==> config.mk <==
export PLATFORM = sky130hd
export DESIGN_NAME = vending_controller_n
export DESIGN_NICKNAME = d
export VERILOG_FILES = /design/src/rtl/vending_controller_n.sv
export SDC_FILE = /design/constraint.sdc
export NUM_CORES = 1
export LEC_CHECK = 0
export CAP_MARGIN = 15
export CORE_UTILIZATION = 28
export CTS_CLUSTER_DIAMETER = 100
export CTS_CLUSTER_SIZE = 24
export DETAILED_ROUTE_END_ITERATION = 8
export PLACE_DENSITY = 0.46
export SETUP_SLACK_MARGIN = 0.5
export SYNTH_ARGS = -nofsm -noshare
export SYNTH_HDL_FRONTEND = slang
export SYNTH_SLANG_ARGS = --single-unit
==> constraint.sdc <==
create_clock -name clk -period 7.9 [get_ports clk]
set_clock_uncertainty 0.05 [all_clocks]
set_input_delay 1.58 -clock clk [delete_from_list [all_inputs] [get_ports clk]]
set_output_delay 1.58 -clock clk [all_outputs]
set_load 0.01 [all_outputs]
==> src/rtl/vending_controller_n.sv <==
// Vending transaction controller for N_ITEMS products: credit, per-item stock and prices,
// with cancel/refund, inactivity timeout, sold-out handling and coin rejection.
module vending_controller_n #(
  parameter int N_ITEMS = 4,
  parameter int PRICE_W = 8,
  parameter int STOCK_W = 4,
  parameter logic [N_ITEMS*PRICE_W-1:0] PRICES = {8'd75, 8'd50, 8'd35, 8'd25},
  parameter int INIT_STOCK = 5,
  parameter int TIMEOUT = 250_000_000,
  localparam int SEL_W = (N_ITEMS > 1) ? $clog2(N_ITEMS) : 1
) (
  input  logic                       clk,
  input  logic                       reset,
  input  logic                       coin_5,
  input  logic                       coin_10,
  input  logic                       coin_25,
  input  logic                       next_item,
  input  logic                       select,
  input  logic                       cancel,
  input  logic                       restock,
  output logic                       dispense,
  output logic [SEL_W-1:0]           dispense_item,
  output logic [PRICE_W-1:0]         change,
  output logic                       change_valid,
  output logic [SEL_W-1:0]           selected_item,
  output logic [1:0]                 state,
  output logic [PRICE_W-1:0]         total,
  output logic                       sold_out,
  output logic                       deny,
  output logic                       coin_reject,
  output logic [N_ITEMS*STOCK_W-1:0] stock_flat
);
  localparam int TMR_W = (TIMEOUT > 2) ? $clog2(TIMEOUT) : 1;
  localparam logic [PRICE_W:0] CREDIT_MAX = {1'b0, {PRICE_W{1'b1}}};

  typedef enum logic [1:0] {
    IDLE    = 2'b00,
    COLLECT = 2'b01,
    VEND    = 2'b10,
    REFUND  = 2'b11
  } state_t;

  state_t               state_q, state_d;
  logic [PRICE_W-1:0]   total_q, total_d, change_q, change_d;
  logic [SEL_W-1:0]     sel_q, sel_d, ditem_q, ditem_d;
  logic                 disp_q, disp_d, cv_q, cv_d;
  logic                 so_q, so_d, deny_q, deny_d, rej_q, rej_d;
  logic [STOCK_W-1:0]   stock_q [N_ITEMS];
  logic [STOCK_W-1:0]   stock_d [N_ITEMS];
  logic [TMR_W-1:0]     timer_q, timer_d;

  logic [PRICE_W-1:0]   coin_val, price_sel;
  logic [PRICE_W:0]     eff;
  logic                 coin_open, coin_ok, any_event;
  logic [1:0]           coin_cnt;

  // eff is the credit every same-cycle decision sees, so an accepted coin is never lost.
  always_comb begin
    coin_val = '0;
    if (coin_25)      coin_val = PRICE_W'(25);
    else if (coin_10) coin_val = PRICE_W'(10);
    else if (coin_5)  coin_val = PRICE_W'(5);
    coin_open = (state_q == IDLE) || (state_q == COLLECT);
    coin_ok   = coin_open && (coin_val != '0) &&
                (({1'b0, total_q} + {1'b0, coin_val}) <= CREDIT_MAX);
    eff       = {1'b0, total_q} + (coin_ok ? {1'b0, coin_val} : '0);
    coin_cnt  = {1'b0, coin_5} + {1'b0, coin_10} + {1'b0, coin_25};
    any_event = coin_5 | coin_10 | coin_25 | next_item | select | cancel;
    price_sel = PRICES[sel_q*PRICE_W +: PRICE_W];
  end

  always_comb begin
    state_d  = state_q;
    total_d  = total_q;
    change_d = change_q;
    sel_d    = sel_q;
    ditem_d  = ditem_q;
    disp_d   = 1'b0;
    cv_d     = 1'b0;
    so_d     = 1'b0;
    deny_d   = 1'b0;
    rej_d    = coin_cnt > {1'b0, coin_ok};
    stock_d  = stock_q;
    case (state_q)
      IDLE, COLLECT: begin
        if (cancel) begin
          if (state_q == COLLECT || eff != '0) begin
            state_d  = REFUND;
            change_d = eff[PRICE_W-1:0];
            cv_d     = 1'b1;
            total_d  = '0;
          end
        end else if (select) begin
          if (stock_q[sel_q] == '0 || eff < {1'b0, price_sel}) begin
            so_d    = (stock_q[sel_q] == '0);
            deny_d  = (stock_q[sel_q] != '0);
            total_d = eff[PRICE_W-1:0];
            if (eff != '0) state_d = COLLECT;
          end else begin
            state_d        = VEND;
            disp_d         = 1'b1;
            ditem_d        = sel_q;
            change_d       = PRICE_W'(eff - {1'b0, price_sel});
            cv_d           = 1'b1;
            total_d        = '0;
            stock_d[sel_q] = stock_q[sel_q] - STOCK_W'(1);
          end
        end else if (coin_ok) begin
          state_d = COLLECT;
          total_d = eff[PRICE_W-1:0];
        end else if (next_item) begin
          sel_d = (sel_q == SEL_W'(N_ITEMS - 1)) ? '0 : sel_q + SEL_W'(1);
        end else if (restock && state_q == IDLE) begin
          for (int i = 0; i < N_ITEMS; i++) stock_d[i] = STOCK_W'(INIT_STOCK);
        end else if (state_q == COLLECT && !any_event && timer_q == TMR_W'(TIMEOUT - 1)) begin
          state_d  = REFUND;
          change_d = total_q;
          cv_d     = 1'b1;
          total_d  = '0;
        end
      end
      default: state_d = IDLE;
    endcase
    // Idle counter only runs while staying in COLLECT with no front-panel activity.
    timer_d = (state_q == COLLECT && state_d == COLLECT && !any_event) ?
              timer_q + TMR_W'(1) : '0;
  end

  always_ff @(posedge clk) begin
    if (reset) begin
      state_q  <= IDLE;
      total_q  <= '0;
      change_q <= '0;
      sel_q    <= '0;
      ditem_q  <= '0;
      disp_q   <= 1'b0;
      cv_q     <= 1'b0;
      so_q     <= 1'b0;
      deny_q   <= 1'b0;
      rej_q    <= 1'b0;
      timer_q  <= '0;
      for (int i = 0; i < N_ITEMS; i++) stock_q[i] <= STOCK_W'(INIT_STOCK);
    end else begin
      state_q  <= state_d;
      total_q  <= total_d;
      change_q <= change_d;
      sel_q    <= sel_d;
      ditem_q  <= ditem_d;
      disp_q   <= disp_d;
      cv_q     <= cv_d;
      so_q     <= so_d;
      deny_q   <= deny_d;
      rej_q    <= rej_d;
      timer_q  <= timer_d;
      stock_q  <= stock_d;
    end
  end

  for (genvar i = 0; i < N_ITEMS; i++) begin : g_flat
    assign stock_flat[i*STOCK_W +: STOCK_W] = stock_q[i];
  end

  assign state         = state_q;
  assign total         = total_q;
  assign change        = change_q;
  assign change_valid  = cv_q;
  assign selected_item = sel_q;
  assign dispense      = disp_q;
  assign dispense_item = ditem_q;
  assign sold_out      = so_q;
  assign deny          = deny_q;
  assign coin_reject   = rej_q;

endmodule

======== Yosys cells after proc, flatten, opt, wreduce, memory -nomap -nowiden ========
Cells that the tools add are included.
storage, ports and cells
  bits in registers ....................... 71
  latch bits .............................. 0
  RAM bits ................................ 0
  memory bits (read-only) ................. 0
  input bits .............................. 9
  output and inout port bits .............. 43
  logic and storage cells ................. 135
  memories kept ........................... 0
cells by class
  $add $sub $neg .......................... 8
  multiply operators ...................... 0
  divide/modulo/power cells ............... 0
  order comparisons ....................... 5
  equality and inequality tests ........... 14
  shift operators ......................... 1
  mux-type cells .......................... 50
  bitwise logic cells ..................... 12
  reductions and logical operators ........ 30
operator list
  operator                   number
  $mux W8                    17
  $mux W16                   5
  $shiftx A32 B6 Y8 const A  1
  $add A28 B1 Y28 const B    1
  $eq A28 B28 Y1 const B     1
  $mux W2                    11
  $add A8 B8 Y9              2
  $bwmux W16                 1
  $mux W4                    4
  $reduce_and A5 Y1          2
  $le A9 B8 Y1 const B       1
  $lt A9 B8 Y1               1
  $ne A3 B3 Y1 const B       3
  $reduce_bool A9 Y1         1
  $bmux W4 S2                1
  $demux W4 S2               1
  $logic_and A1 B1 Y1        8
  $mux W1                    8
  $reduce_bool A4 Y1         2
  $reduce_bool A8 Y1         1
  $sub A8 B8 Y8              1
  $reduce_and A7 Y1          1
  $not A1 Y1                 6
  $reduce_and A6 Y1          1
  other kinds (28)           39

======== Depth between registers and ports, before layout ========
Gate-level depths: netlist (run 1).
  word-level depth ........................ 20
  mapped depth ............................ 24

======== Worst setup path after synthesis (run 1) ========
OpenSTA, ideal clock, no wires.
  kind .................................... input to register
  from .................................... input port coin_10
  to ...................................... register timer_q[19]
  setup time .............................. 62 ps
  arrival time ............................ 5906 ps
  setup slack ............................. 1882 ps
  cell stages on the path ................. 23
  path buffers ............................ 2
  path through ............................ inv_1 a21o_1 ha_1 fa_1 a21oi_1 o211ai_1 a21o_1 nor3_1 fa_1 a21oi_1 o21ai_0 nand2_1 xnor2_1 ha_1 nor2b_1 o21ai_0 a21o_1 and4_1 o2111ai_1 or3b_1 buf_6 buf_12 nor2_4
between the ends
  word-level cells in the longest chain between the ends .. 20
  elaborated cells between the ends (all ways) .. 36
  those cells by class .................... add/sub: 2; order compare: 2; eq/ne: 1; mux: 13; bitwise: 6; reduce/logical: 12
RTL lines
  element                                                 RTL line  text
  start, declared                                         15        input logic coin_10,
  branches (longest 17 deep; another with $add A8 B8 Y9)  n/a
  $logic_and A1 B1 Y1 *                                   125       timer_d = (state_q == COLLECT && state_d == COLLECT && !any_event) ?
  $not A1 Y1 (no line) *                                  n/a
  $reduce_or A2 Y1 (no line) *                            n/a
  end signal, assigned                                    154       timer_q <= timer_d;
  end, declared                                           50        logic [TMR_W-1:0] timer_q, timer_d;
Every way passes the cells marked *.
A chain may end at the register's enable or synchronous reset.

======== Worst setup path in the final report (run 1) ========
  from .................................... input port coin_10
  to ...................................... register timer_q[12]
The elaborated chain is that of the path after synthesis.

==> impl_results.md, run 1 <==
* Vias in the first global route at 3486
* Number of remaining DRC errors at 1
* Fillers at 1497
* Seq/Total Area, Yosys at 33.2%
* Minimum clock period at 6.95 ns
* Post-CTS Resized at 0
* Area post-placement at 0.00495 sq mm
* Post-CTS Setup Inserts at 0
* Largest net degree at the start of global routing at 31
* Power, Total at 960 uW
* Post-synth cell types at 56
* Slew Limit Fails at 0
* Crit path max fanout at 28
* Die area at 0.0158 sq mm
* Reg-to-Reg Start: total[0]$_SDFFE_PP0P_
* Port buffer count at 51
* Crit end category: register
* Slew @ Worst Pin at 0.842 ns
* Initial antenna violation count at 0
* Power per cell area at 184 mW/mm^2
* Final-report hold violation count at 0
* Hold_sp: change[2]$_SDFFE_PP0P_
* Initial DRC Count at 165
* First-pass GRT wire length at 18.3 mm
* Initial core utilization at 29.1%
* Post-DP HPWL at 8.05 mm
* Yosys top cell area share at 33.2%
* Pre-CTS setup slack at 0.621 ns
* Number of flops mapped to enable cells by yosys at 0
* Syn Inst Count at 477
* Synth Net Count at 512
* Num CTS Buffers at 9
* Startpoint types: primary input
* Via density per instance at 4.87
* Worst setup startpoint: coin_10
* Rows at 44
* Via count at 3493
* FF+latch count, synth at 71
* Clock Sinks at 71
* Gpl congestion at 0.808
* Core area at 0.0147 sq mm
* Most frequent cells after synthesis: dfxtp_1, nor2_1, nand2_1, inv_1
* Number of diodes at 0
* CTS tree: yes
* Post-Syn Area at 0.00428 sq mm
* Ys Warns at 0
* Syn-to-layout area delta at 21.9%
* GRT Util Overall at 14.8%
* Maximum clock frequency at 144 MHz
* Critical Path RT at 8.12 ns
* Share of cells above drive strength 1 at 10.7%
* Syn Area/Cell at 8.97 sq um
* Crit path kind: primary input to register
* Routed WL per cell at 15.2 um
* Fin Setup TNS at 0 ns
* Die height at 126 um
* Ys async rst share at 0%
* Final setup vio count at 0
* Layout Nets at 563
* Area contributors post-synth: dfxtp_1, ha_1, nor2_1
* Max VDD drop at 0.113 mV
* WP data arrival at 7.17 ns
* Synth area leader: dfxtp_1
* Top FF cell, synth: dfxtp_1
* Status: finished, violations left
* Leak at 1.84 nW
* ANT nets after route at 0
* Die Width at 126 um
* Detailed Routing Iterations Pass 1 at 6
* RSZ-0062 raised after global routing: false
* H-Tree Depth at 3
* Area of the multi-input gates at 0.00265 sq mm
* Total congestion overflow at 0
* Reg area at 0.00142 sq mm
* Clock-pin slew on the worst setup and hold paths at 0.06 ns
* Number of top-level pins at 52
* Final wirelength at 10.9 mm
* Layout Utilization at 35.5%
* Hold-fix buffer count after cts at 0
* Max transition margin at 43.7%
* Worst-Skew Late Latency at 0.34 ns
* Max Cap Viol at 0
* Failing checks: design-rule violations
* Top-count cell post-synth: dfxtp_1
* Post-route cell area at 0.00522 sq mm
* Setup WS post-layout at 0.952 ns
* Max clock buf depth at 2
* Root Buffer: clkbuf_16
* Fin crit share at 87.9%
* Hold Path Class: register to register
## cell families (layout without fill, tap and decap cells)
family          Yosys count  after routing  synth area share, %
buf+inv                  43             99                 4.94
flops                    71             71                 33.2
compound gates           79             79                 13.8
fa+ha+maj                27             27                 8.54
simple gates            198            198                 25.4
mux                      21             21                 6.08
xor+xnor                 38             38                 7.96
## placed cells by master (no fill, tap or decap), drive strengths merged, types with 5 or more instances in the layout
cell type,instances
a32o,8
a21o,7
mux2i,17
a22o,7
nor2b,8
clkdlybuf4s50,51
nor4,7
and2,5
ha,22
a21oi,19
buf,7
nand3,18
o21ai,9
nand2,35
a22oi,5
nor3,14
and3,7
dfxtp,71
a211oi,6
nor2,80
xor2,16
xnor2,22
clkbuf,12
inv,24
## critical path, cell delays in order
cell and delay [ns]:
clkdlybuf4s50_1 0.53, inv_1 0.09, a21o_1 0.20, ha_1 0.19, fa_1 0.35, a21oi_1 0.15, o211ai_1 0.12, a21o_1 0.26
nor3_1 0.32, fa_2 0.35, a21oi_1 0.13, o21ai_0 0.26, nand2_1 0.11, xnor2_1 0.27, ha_1 0.36, nor2b_1 0.16
o21ai_0 0.10, a21o_1 0.19, and4_1 0.29, o2111ai_1 0.18, or3b_2 0.46, buf_4 0.33, nor2_1 0.16
## through the flow
stage | cells | hold slack (ns)
3_5_place_dp | 701 | 0.400
5_1_grt | 717 | 0.425
4_1_cts | 717 | 0.413
6_report | 717 | 0.412
3_3_place_gp | 701 | 0.399
2_1_floorplan | 477 | 0.389
## report_power, final
part / switching [mW] / leakage [nW] / total, mW / internal [mW]
clock: 0.152 / 0.126 / 0.363 / 0.211
sequential: 0.0160 / 0.575 / 0.387 / 0.371
combinational: 0.112 / 1.14 / 0.210 / 0.0977
## area by class of cell
cell class | count | area share (%)
sequential | 71 | 27.3
clock buffer | 12 | 4.53
tap | 184 | 4.41
multi-input combinational | 363 | 50.8
timing repair buffer | 58 | 10.8
inverter | 25 | 1.80
clock inverter | 4 | 0.432
## state kept, by name, indices dropped and copies added, names as in the netlist
| name | flops |
|---|---|
| deny | 1 |
| coin_reject | 1 |
| total | 8 |
| change_valid | 1 |
| timer_q | 28 |
| stock_flat | 16 |
| state | 2 |
| dispense_item | 2 |
| sold_out | 1 |
| dispense | 1 |
| selected_item | 2 |
| change | 8 |
## layer usage
metal	part of all wire [%]	track usage (%)	wire, um	vias up
li1	-	-	-	1778
met2	48	24.2	5190	50
met5	0	0	0	-
met1	48	18.5	5200	1649
met4	1.9	5.88	212	0
met3	2.8	3.77	311	16
## final timing paths
kind / endpoint / slack [ns] / cells after the start
setup / recovery: timer_q[12]$_SDFF_PP0_ / 0.95 / 23
setup reg to reg: timer_q[12]$_SDFF_PP0_ / 2.60 / 20
hold / removal: change[2]$_SDFFE_PP0P_ / 0.41 / 2
hold reg to reg: change[2]$_SDFFE_PP0P_ / 0.41 / 2
Note: power is estimated with default switching activity, not from simulation.
==> run 2: changes to the inputs <==
ABC_AREA = 1   (was unset)
CORE_MARGIN = 2   (was unset)
==> impl_results.md, run 2 <==
* Top-count cell post-synth: nand2_1 (was dfxtp_1)
* Leak at 2.23 nW (was 1.84 nW)
* Via count at 4194 (was 3493)
* Rows at 46 (was 44)
* Max clock buf depth at 2 (unchanged)
* Num CTS Buffers at 9 (unchanged)
* Fin crit share at 86.4% (was 87.9%)
* Port buffer count at 51 (unchanged)
* Commonest non-fill, non-tap cell in the layout: nand2_1 (was dfxtp_1)
* FF+latch count, synth at 71 (unchanged)
* WP data arrival at 6.97 ns (was 7.17 ns)
* Status: finished, final reports clean (was finished, violations left)
* Share of cells above drive strength 1 at 11.4% (was 10.7%)
* Hold_sp: timer_q[0]$_SDFF_PP0_ (was change[2]$_SDFFE_PP0P_)
* Seq/Total Area, Yosys at 31.3% (was 33.2%)
* Post-Syn Area at 0.00454 sq mm (was 0.00428 sq mm)
* Vias in the first global route at 4005 (was 3486)
* Max VDD drop at 0.168 mV (was 0.113 mV)
* Initial core utilization at 28.6% (was 29.1%)
* Via density per instance at 4.70 (was 4.87)
* Gpl congestion at 0.868 (was 0.808)
* Post-synth cell types at 45 (was 56)
* Minimum clock period at 6.82 ns (was 6.95 ns)
* Cell mode on critical path: nand2_1 (was a21o_1)
* Fin Setup TNS at 0 ns (unchanged)
* Worst-case reg-to-reg path depth at 28 (was 20)
* ANT nets after route at 0 (unchanged)
* Die height at 131 um (was 126 um)
* Die area at 0.0173 sq mm (was 0.0158 sq mm)
* Crit end category: register (unchanged)
* Reg-to-Reg Start: total[0]$_SDFFE_PP0P_ (unchanged)
* Critical path's largest stage delay at 0.52 ns (was 0.53 ns)
* Slew @ Worst Pin at 0.818 ns (was 0.842 ns)
* Power per cell area at 193 mW/mm^2 (was 184 mW/mm^2)
* Max Cap Viol at 0 (unchanged)
* First-pass GRT wire length at 20.4 mm (was 18.3 mm)
* Largest net degree at the start of global routing at 26 (was 31)
* Top FF cell, synth: dfxtp_1 (unchanged)
* Clock-pin slew on the worst setup and hold paths at 0.06 ns (about the same)
* Critical Path Slowest Stage Cell: clkdlybuf4s50_1 (unchanged)
* Synth Net Count at 657 (was 512)
* Worst hold stages at 1 (was 2)
* Syn Area/Cell at 7.30 sq um (was 8.97 sq um)
* Total congestion overflow at 0 (unchanged)
* Initial DRC Count at 240 (was 165)
* Reg2reg setup slack at 2.69 ns (was 2.60 ns)
* Syn Inst Count at 622 (was 477)
* Area contributors post-synth: dfxtp_1, nand2_1, inv_1 (was dfxtp_1, ha_1, nor2_1)
* Root Buffer: clkbuf_16 (unchanged)
* Hold Slack at 0.422 ns (was 0.412 ns)
* Number of flops mapped to enable cells by yosys at 0 (unchanged)
* H-Tree Depth at 3 (unchanged)
* Clock Sinks at 71 (unchanged)
* Routed WL per cell at 14.1 um (was 15.2 um)
* Maximum clock frequency at 147 MHz (was 144 MHz)
* Syn-to-layout area delta at 23.0% (was 21.9%)
* R2R Path End: stock_flat[14]$_SDFFE_PP1P_ (was timer_q[12]$_SDFF_PP0_)
* Crit path kind: primary input to register (unchanged)
* Hold Path Sink: timer_q[0]$_SDFF_PP0_ (was change[2]$_SDFFE_PP0P_)
* Fillers at 1702 (was 1497)
* Hold-fix buffer count after cts at 0 (unchanged)
* CTS tree: yes (unchanged)
* Commonest non-fill, non-tap cells in the layout: nand2_1, inv_1, dfxtp_1 (was dfxtp_1, nor2_1, clkdlybuf4s50_1)
* Ys async rst share at 0% (unchanged)
* Crit path max fanout at 20 (was 28)
* Number of diodes at 0 (unchanged)
* Cell Count, Final, Fillers Out at 892 (was 717)
* Post-DP HPWL at 9.61 mm (was 8.05 mm)
* Worst-Skew Late Latency at 0.33 ns (was 0.34 ns)
* Number of top-level pins at 52 (unchanged)
* Initial antenna violation count at 0 (unchanged)
* Final wirelength at 12.6 mm (was 10.9 mm)
* Yosys top cell area share at 31.3% (was 33.2%)
* Layout Nets at 706 (was 563)
* Ys Warns at 0 (unchanged)
* Max FFs per register at 28 (unchanged)
* Number of remaining DRC errors at 0 (was 1)
* Detailed Routing Iterations Pass 1 at 4 (was 6)
* Synth area leader: dfxtp_1 (unchanged)
* Die Width at 131 um (was 126 um)
* Most frequent cells after synthesis: nand2_1, inv_1, dfxtp_1, nor2_1, nand3_1 (was dfxtp_1, nor2_1, nand2_1, inv_1)
* Worst setup startpoint: coin_25 (was coin_10)
* Hold Path Class: register to register (unchanged)
* Startpoint types: primary input (unchanged)
* Critical Path RT at 8.05 ns (was 8.12 ns)
* Final setup vio count at 0 (unchanged)
* Core area at 0.0159 sq mm (was 0.0147 sq mm)
* Max transition margin at 45.2% (was 43.7%)
* Post-CTS Setup Inserts at 0 (unchanged)
* RSZ-0062 raised after global routing: false (unchanged)
* GRT Util Overall at 14.8% (about the same)
* Final-report hold violation count at 0 (unchanged)
* Placed Cells at 876 (was 701)
* Slew Limit Fails at 0 (unchanged)
* Biggest register: timer_q (unchanged)
-- run 2: worst max-delay path, delay by kind of cell --
kind                       cells  cell delay (ns)
AOI/OAI and AO/OA              3             0.55
adders and majority gates      5             1.42
buffers and inverters          5             1.10
and+or+nand+nor               18             2.29
-- run 2: through the flow --
step	worst slack (ns)	utilization (%)	total power, mW	cell area, sq um
floorplan	2.20	-	0.545	4540
global placement	0.712	33.0	0.627	5240
detailed placement	0.556	33.0	0.626	5240
CTS	0.881	35.1	1.09	5580
global route	0.556	35.2	1.14	5590
finish	1.08	35.2	1.08	5590
-- run 2: final cells by class --
type                            instances  area (sq um)  share of cell area (%)
Timing Repair Buffer                   52           518                    9.27
Clock buffer                           12           267                    4.77
Clock inverter                          4          76.3                    1.37
Multi-Input combinational cell        451          2710                    48.5
Sequential cell                        71          1420                    25.4
Inverter                               86           328                    5.87
Tap cell                              216           270                    4.84
-- run 2: what timing repair did --
action / CTS / global route
endpoints found under the hold margin: 0 / 0
gates resized for setup: 0 / 3
setup endpoints to repair: 0 / 21
-- run 2: how the worst max path moves through the flow --
stage | endpoint | slack (ns) | depth (start not counted)
finish | stock_flat[14]$_SDFFE_PP1P_ | 1.08 | 31
CTS | stock_flat[4]$_SDFFE_PP1P_ | 0.88 | 30
detailed placement | stock_flat[14]$_SDFFE_PP1P_ | 0.56 | 30
floorplan | timer_q[15]$_SDFF_PP0_ | 2.20 | 32
global route | stock_flat[8]$_SDFFE_PP1P_ | 0.56 | 31
global placement | stock_flat[10]$_SDFFE_PP1P_ | 0.71 | 30
-- run 2: layer usage --
layer | GRT usage, % | vias to the layer above | share of wire [%] | routed length (um)
li1 | - | 2149 | - | -
met1 | 18.6 | 1964 | 46 | 5820
met2 | 25.4 | 69 | 49 | 6200
met3 | 3.01 | 12 | 3.4 | 430
met4 | 4.35 | 0 | 1.1 | 136
met5 | 0 | - | 0 | 0
-- run 2: cells by family (layout without fill, tap and decap cells) --
kind of cell | count (synthesis) | in the layout | share of synthesized area, %
fa+ha+maj | 26 | 26 | 7.82
xor+xnor | 22 | 22 | 4.24
simple gates | 332 | 332 | 38.4
flops | 71 | 71 | 31.3
compound gates | 71 | 71 | 8.98
buf+inv | 100 | 154 | 9.26
-- run 2: report_power, final --
part           switching, mW  leakage [nW]  internal (mW)
registers             0.0148         0.576          0.374
logic                  0.146          1.49         0.0859
clock network          0.156         0.165          0.303
total                  0.317          2.23          0.762
